File: src/rtl/fifo_uart_pkg.sv
// Shared definitions for fifo_uart_tx: frame width and FSM state encoding.
// Optional feature macro: FIFO_UART_TX_PARITY_EN adds the PARITY state.
package fifo_uart_pkg;

    localparam int DATA_BITS = 8;

`ifdef FIFO_UART_TX_PARITY_EN
    typedef enum logic [2:0] {
        IDLE, FETCH, LOAD, START, DATA, PARITY, STOP
    } state_t;
`else
    typedef enum logic [2:0] {
        IDLE, FETCH, LOAD, START, DATA, STOP
    } state_t;
`endif

endpackage

File: src/rtl/fifo_uart_tx_baud_tick.sv
// baud_tick: bit-period timer. Counts 0..CLKS_PER_BIT-1 and pulses tick on
// the last cycle of each bit, wrapping to 0 so every bit boundary restarts it.
// clr holds the counter at 0 while no bit is on the line.
module baud_tick #(
    parameter int CLKS_PER_BIT = 16
) (
    input  logic clk,
    input  logic rst,
    input  logic clr,
    output logic tick
);
    localparam int W = (CLKS_PER_BIT > 1) ? $clog2(CLKS_PER_BIT) : 1;
    localparam logic [W-1:0] LAST = W'(CLKS_PER_BIT - 1);

    logic [W-1:0] cnt;

    assign tick = !clr && (cnt == LAST);

    // Free-running bit counter, restarted on clear and on every bit boundary
    always_ff @(posedge clk or posedge rst) begin
        if (rst)
            cnt <= '0;
        else if (clr || tick)
            cnt <= '0;
        else
            cnt <= cnt + W'(1);
    end

endmodule

File: src/rtl/fifo_uart_tx.sv
// fifo_uart_tx: pulls bytes from an upstream FIFO and serialises them as
// 8N1/8N2 UART frames (start, 8 data bits LSB first, STOP_BITS stop bits).
// Optional feature macro: FIFO_UART_TX_PARITY_EN inserts an even-parity bit
// between the data and stop bits.
// Back-to-back frames are separated by exactly the FETCH and LOAD cycles.
module fifo_uart_tx
    import fifo_uart_pkg::*;
#(
    parameter int CLKS_PER_BIT = 16,
    parameter int STOP_BITS    = 1
) (
    input  logic       clk,
    input  logic       rst,
    input  logic [7:0] fifo_dout,
    input  logic       fifo_empty,
    output logic       rd_en,
    output logic       tx,
    output logic       busy,
    output logic [7:0] tx_count
);
    localparam logic [2:0] LAST_DATA = 3'(DATA_BITS - 1);
    localparam logic [2:0] LAST_STOP = 3'(STOP_BITS - 1);

    state_t               state;
    logic [DATA_BITS-1:0] shreg;
    logic [2:0]           bit_idx;
    logic                 tick;
    logic                 timer_clr;
`ifdef FIFO_UART_TX_PARITY_EN
    logic                 parity;
`endif

    // The timer only runs while a bit is on the line
    assign timer_clr = (state == IDLE) || (state == FETCH) || (state == LOAD);

    baud_tick #(
        .CLKS_PER_BIT(CLKS_PER_BIT)
    ) u_baud_tick (
        .clk  (clk),
        .rst  (rst),
        .clr  (timer_clr),
        .tick (tick)
    );

    // Read strobe lives only in FETCH and is masked by the empty flag so the
    // FIFO is never popped while empty
    assign rd_en = (state == FETCH) && !fifo_empty;
    assign busy  = (state != IDLE);

    // Frame sequencer; tx is set on each transition so it is a pure register
    always_ff @(posedge clk or posedge rst) begin
        if (rst) begin
            state    <= IDLE;
            tx       <= 1'b1;
            tx_count <= 8'd0;
            shreg    <= '0;
            bit_idx  <= 3'd0;
`ifdef FIFO_UART_TX_PARITY_EN
            parity   <= 1'b0;
`endif
        end else begin
            case (state)
                IDLE: begin
                    tx <= 1'b1;
                    if (!fifo_empty)
                        state <= FETCH;
                end
                FETCH: begin
                    state <= LOAD;
                end
                LOAD: begin
                    shreg   <= fifo_dout;
                    bit_idx <= 3'd0;
`ifdef FIFO_UART_TX_PARITY_EN
                    parity  <= ^fifo_dout;
`endif
                    tx      <= 1'b0;
                    state   <= START;
                end
                START: begin
                    if (tick) begin
                        tx    <= shreg[0];
                        state <= DATA;
                    end
                end
                DATA: begin
                    if (tick) begin
                        if (bit_idx == LAST_DATA) begin
                            bit_idx <= 3'd0;
`ifdef FIFO_UART_TX_PARITY_EN
                            tx      <= parity;
                            state   <= PARITY;
`else
                            tx      <= 1'b1;
                            state   <= STOP;
`endif
                        end else begin
                            bit_idx <= bit_idx + 3'd1;
                            shreg   <= {1'b0, shreg[DATA_BITS-1:1]};
                            tx      <= shreg[1];
                        end
                    end
                end
`ifdef FIFO_UART_TX_PARITY_EN
                PARITY: begin
                    if (tick) begin
                        tx    <= 1'b1;
                        state <= STOP;
                    end
                end
`endif
                STOP: begin
                    // bit_idx counts stop bits here
                    if (tick) begin
                        if (bit_idx == LAST_STOP) begin
                            bit_idx  <= 3'd0;
                            tx_count <= tx_count + 8'd1;
                            state    <= fifo_empty ? IDLE : FETCH;
                        end else begin
                            bit_idx <= bit_idx + 3'd1;
                        end
                    end
                end
                default: begin
                    tx    <= 1'b1;
                    state <= IDLE;
                end
            endcase
        end
    end

endmodule
File: config.mk
export PLATFORM = sky130hd
export DESIGN_NAME = fifo_uart_tx
export DESIGN_NICKNAME = d
export VERILOG_FILES = /design/src/rtl/fifo_uart_pkg.sv /design/src/rtl/fifo_uart_tx_baud_tick.sv /design/src/rtl/fifo_uart_tx.sv
export SDC_FILE = /design/constraint.sdc
export NUM_CORES = 1
export LEC_CHECK = 0
export ABC_AREA = 0
export BUFFER_PORTS_ARGS = -buffer_cell sky130_fd_sc_hd__buf_2
export CAP_MARGIN = 0
export CELL_PAD_IN_SITES_DETAIL_PLACEMENT = 0
export CELL_PAD_IN_SITES_GLOBAL_PLACEMENT = 2
export CORE_ASPECT_RATIO = 1.5
export CORE_MARGIN = 4
export CORE_UTILIZATION = 35
export DETAILED_ROUTE_END_ITERATION = 16
export PLACE_DENSITY_LB_ADDON = 0.1
export SYNTH_ARGS = -nofsm -noshare
export SYNTH_HDL_FRONTEND = slang
export SYNTH_SLANG_ARGS = --single-unit
File: constraint.sdc
create_clock -name clk -period 1.9 [get_ports clk]
set_input_delay 0.285 -clock clk [delete_from_list [all_inputs] [get_ports clk]]
set_output_delay 0.285 -clock clk [all_outputs]
set_load 0.05 [all_outputs]
Word level (Yosys, flattened, before mapping)
Cells that the tools add are included.
- $add $sub $neg: 3
- equality and inequality tests: 14
- multiplexer cells: 21
- bitwise logic cells: 1
- reductions and logical operators: 18
- operators by type and width (cell ; count):
    2-to-1 mux 3 bit ; 10
    case mux 3 bit (6 select lines) ; 1
    2-to-1 mux 8 bit ; 2
    case mux 8 bit (2 select lines) ; 1
    AND reduction 3 bit ; 4
    == test 3 bit, second input constant ; 3
    case mux 3 bit (3 select lines) ; 1
    adder 8 x 1 -> 8 bit, second input constant ; 1
    inequality test 2 bit, second input constant ; 4
    == test 3 x 2 -> 1 bit, second input constant ; 2
    logical NOT 3 bit ; 2
    inequality test 2 x 1 -> 1 bit, second input constant ; 3
    AND reduction 6 bit ; 1
    nonzero test 3 bit ; 2
    adder 4 x 1 -> 4 bit, second input constant ; 1
    == test 4 bit, second input constant ; 1
    2-to-1 mux 1 bit ; 4
    2-to-1 mux 4 bit ; 1
    case mux 1 bit (4 select lines) ; 1
    adder 3 x 1 -> 3 bit, second input constant ; 1
    == test 3 x 1 -> 1 bit, second input constant ; 1
    logical OR 1 bit ; 3
    logical AND 1 bit ; 2
    logical NOT 1 bit ; 2
    other kinds (3) ; 3
- register bits: 27
- input port bits: 11
- output and inout port bits: 11
- logic and storage cells: 63

Depth between registers and ports, before layout
- depth after elaboration: 7
- mapped depth: 6
- mapped depth without buffers: 6

Cells and area by module
Synthesis repeated with hierarchy kept, for this count alone.
- cells, all modules: 136
- area total of the unflattened synthesis: 1401.3 sq um
- by module, submodules not included (module ; instances ; cells an instance ; area an instance (sq um) ; seq. area each (sq um)):
    fifo_uart_tx ; 1 ; 121 ; 1223.7 ; 576.8
    baud_tick ; 1 ; 15 ; 177.7 ; 100.1

Worst setup path after synthesis
Ideal clock, no wire load.
- path type: register to output
- start: register state[0]
- end: output rd_en
- data arrival time: 2.357 ns
- data required time: 1.615 ns
- slack: -0.742 ns
- cell stages (with the launch flop): 4
- path buffers: 2
- cells stage by stage: dfrtp_1 > buf_6 > clkbuf_1 > nor4b_1
- longest elaborated chain between the ends: 2
- RTL lines (element ; line ; RTL):
    from (decl) ; fifo_uart_tx.sv:24 ; state_t state;
    from (signal assigned) ; fifo_uart_tx.sv:118 ; state <= fifo_empty ? IDLE : FETCH;
    == test 3 x 1 -> 1 bit ; fifo_uart_tx.sv:47 ; assign rd_en = (state == FETCH) && !fifo_empty;
    logical AND 1 bit ; fifo_uart_tx.sv:47 ;
    to (decl) ; fifo_uart_tx.sv:16 ; output logic rd_en,
No other way between the ends.

Final worst setup path
- start: register state[2]
- end: output rd_en
The elaborated chain is that of the path after synthesis.

==> results.md <==
* Outcome: complete, no violations
* Worst path arrival time at 1450 ps
* Post-CTS sizing at 0
* Headroom to the max-slew limit at 66.1%
* Worst VDD drop at 0.000529 V
* First-pass GRT wire length at 4800 um
* Critical Path End Type: output pin
* Post-DP HPWL at 2190 um
* # nets final at 174
* Routed Antenna Nets at 0
* WL final at 2920 um
* Setup_tns at 0 ps
* Worst Path Max Fanout at 7
* Asr flop ratio synth at 100%
* Post-CTS Setup Bufs at 0
* Vias per cell at 5.36
* Max Freq at 578 MHz
* Drt initial violations at 72
* Least-Margin Pin Slew at 508 ps
* Syn Nets at 144
* CTS tree: done
* Cell area after synthesis at 1390 um^2
* Synth warn at 0
* Die span in x at 59.4 um
* Top cells by instance count after synthesis: dfrtp_1 (26), o22ai_1 (10), inv_1 (8)
* Clk root buf: clkbuf_8
* Worst hold path class: in2async
* Cell variety after synth at 42
* Final Hold Violating Endpoints at 0
* Fin cells at 200
* Most instantiated library cell after synthesis: dfrtp_1
* Slowest-stage cell, CP: dfrtp_1
* Fin. max-slew vios at 0
* Flop2flop setup slack at 190 ps
* Yosys top cell by area: dfrtp_1
* Flop and latch count out of synthesis at 27
* Placer congestion estimate at 0.718
* Tmin final at 1730 ps
* Crit-path cells: buf_4, nor4b_4, buf_2
* Skew-Pair Late Insertion Delay at 270 ps
* Ant diodes at 0
* Inst Count DP at 196
* Area delta synth->final at 19.0%
* Post-synth top area share at 46.9%
* Worst r2r src: bit_idx[0]$_DFFE_PP0P_
* DRC viols at 0
* Die ar. at 5050 um^2
* Post-Syn Area per Cell at 10.8 um^2
* IO Port Bufs at 21
* Fraction of layout cells with a size suffix above 1 at 26.8%
* Die Height at 85.1 um
* CP required at 1620 ps
* Cell Rows at 27
* Crit Path Category: reg2out
* Initial DRT Pass Iterations at 5
* Ranking of synthesized cells by area: dfrtp_1 (47%), ha_1 (4.5%), o22ai_1 (4.5%)
* WHS at 19.5 ps
* Unrepaired setup endpoints after global routing: false
* All-Layer GR Usage at 12.3%
* Crit path largest cell delay at 450 ps
* Vias in the first global route at 1052
* CTS Buf Count at 3
* Main synth FF type: dfrtp_1
* Starting Density at 37.0%
* Max cap viols at 0
* Drt wl/cell at 14.6 um
* R2R cell count at 5
* CTS H-Tree Depth at 1
* GRT Residual Overflow at 0
* Placed Area at 1600 um^2
* Top Ports at 22
* Core ar. at 3750 um^2
* Clk pin slew, worst setup/hold paths at 100 ps
* Mapped Cells at 128
* Tcrit/Tclk final at 91.1%
* Initial antenna violation count at 0
* Pwr per Cell Area at 1120 nW/um^2
* Final setup vio count at 0
* CP startpoint kind: register
* Largest net degree at the start of global routing at 17
* Static Leak at 0.762 nW
* Reg-to-reg endpoint: shreg[2]$_DFFE_PP0P_
* Post-synth EDFFs at 0
* Final Skew at 6.13 ps
* Seq/Total Area, Yosys at 48.8%
* Cts hold-fix bufs at 0
* Final Cell Area at 1650 um^2
* Fillers at 355
* Vias at 1071
* Clock Tree Buf Depth at 2
* CTS sink count at 27
## sequential cells by signal, summed over array words and instances (netlist names)
signal	cells
tx	1
state	3
u_baud_tick.cnt	4
tx_count	8
shreg	8
bit_idx	3
## area by class of cell
| class | count | area (um^2) | share of cell area (%) |
|---|---|---|---|
| flip-flops and latches | 27 | 677 | 41.0 |
| multi-input cells | 88 | 667 | 40.4 |
| repair buffers | 30 | 173 | 10.5 |
| well taps | 43 | 53.8 | 3.26 |
| clock buffers | 3 | 41.3 | 2.50 |
| inverters | 8 | 30.0 | 1.82 |
| clock inverters | 1 | 7.51 | 0.455 |
## cell families (layout without fill, tap and decap cells)
group,Yosys count,count (layout),synth area share (%)
buffers and inverters,13,42,4.15
multiplexers,1,1,0.812
adder cells (fa/ha/maj),5,5,4.51
AND/OR/NAND/NOR,36,36,16.1
XOR/XNOR,8,8,5.05
flip-flops,27,27,48.8
AO/OA/AOI/OAI,38,38,20.6
## cell usage in the layout, fill, tap and decap left out, types with 2 or more instances in the layout
| cell type | netlist | layout |
|---|---|---|
| dfrtp_1 | 26 | 26 |
| buf_2 | 1 | 21 |
| o22ai_1 | 10 | 10 |
| buf_4 | 0 | 9 |
| inv_1 | 8 | 8 |
| a2bb2oi_1 | 7 | 7 |
| xnor2_1 | 7 | 7 |
| nand3_1 | 6 | 6 |
| a21oi_1 | 6 | 6 |
| nand2_1 | 5 | 5 |
| nor2_1 | 5 | 5 |
| ha_1 | 5 | 5 |
| nand2b_1 | 3 | 3 |
| and3_1 | 3 | 3 |
| o21ai_0 | 3 | 3 |
| clkbuf_8 | 0 | 3 |
| o21a_1 | 2 | 2 |
| a31oi_1 | 2 | 2 |
| nand4_1 | 2 | 2 |
## how the worst max path moves through the flow
stage	startpoint	to	slack (ps)	cells past startpoint
3_3_place_gp	bit_idx[0]$_DFFE_PP0P_	shreg[7]$_DFFE_PP0P_	250	5
4_1_cts	state[1]$_DFFE_PP0P_	busy	160	3
2_1_floorplan	u_baud_tick.cnt[0]$_DFF_PP0_	tx_count[1]$_DFFE_PP0P_	210	4
6_report	state[2]$_DFFE_PP0P_	rd_en	170	3
5_1_grt	u_baud_tick.cnt[0]$_DFF_PP0_	shreg[5]$_DFFE_PP0P_	70	5
3_5_place_dp	bit_idx[0]$_DFFE_PP0P_	shreg[2]$_DFFE_PP0P_	190	5
## report_power, final
| group | switching [W] | internal (W) | leakage [nW] |
|---|---|---|---|
| combinational | 0.000332 | 0.000323 | 0.405 |
| clock | 0.000180 | 0.000149 | 0.0217 |
| sequential | 0.000125 | 0.000741 | 0.336 |
| total | 0.000638 | 0.00121 | 0.762 |
## per-stage QoR
| step | utilization [%] | setup WS [ps] | power (W) |
|---|---|---|---|
| 2_1_floorplan | - | 212 | 0.00137 |
| 3_3_place_gp | 42.7 | 248 | 0.00152 |
| 3_5_place_dp | 42.7 | 192 | 0.00154 |
| 4_1_cts | 44.0 | 163 | 0.00187 |
| 5_1_grt | 44.0 | 69.6 | 0.00198 |
| 6_report | 44.0 | 170 | 0.00185 |
## layer usage
| layer | routed length (um) | vias to the layer above | track usage, % | part of all wire, % |
|---|---|---|---|---|
| met5 | 0 | - | 0 | 0 |
| met4 | 43 | 0 | 5.98 | 1.5 |
| met3 | 84 | 4 | 1.83 | 2.9 |
| met2 | 1520 | 14 | 21.3 | 52 |
| met1 | 1270 | 523 | 14.1 | 43 |
| li1 | - | 530 | - | - |
## worst max-delay path: cells and delay by family, from the launching register on
kind          cells  cell delay (ps)
buf+inv           2              490
flops             1              450
simple gates      1              230
Note: power is estimated with default switching activity, not from simulation.
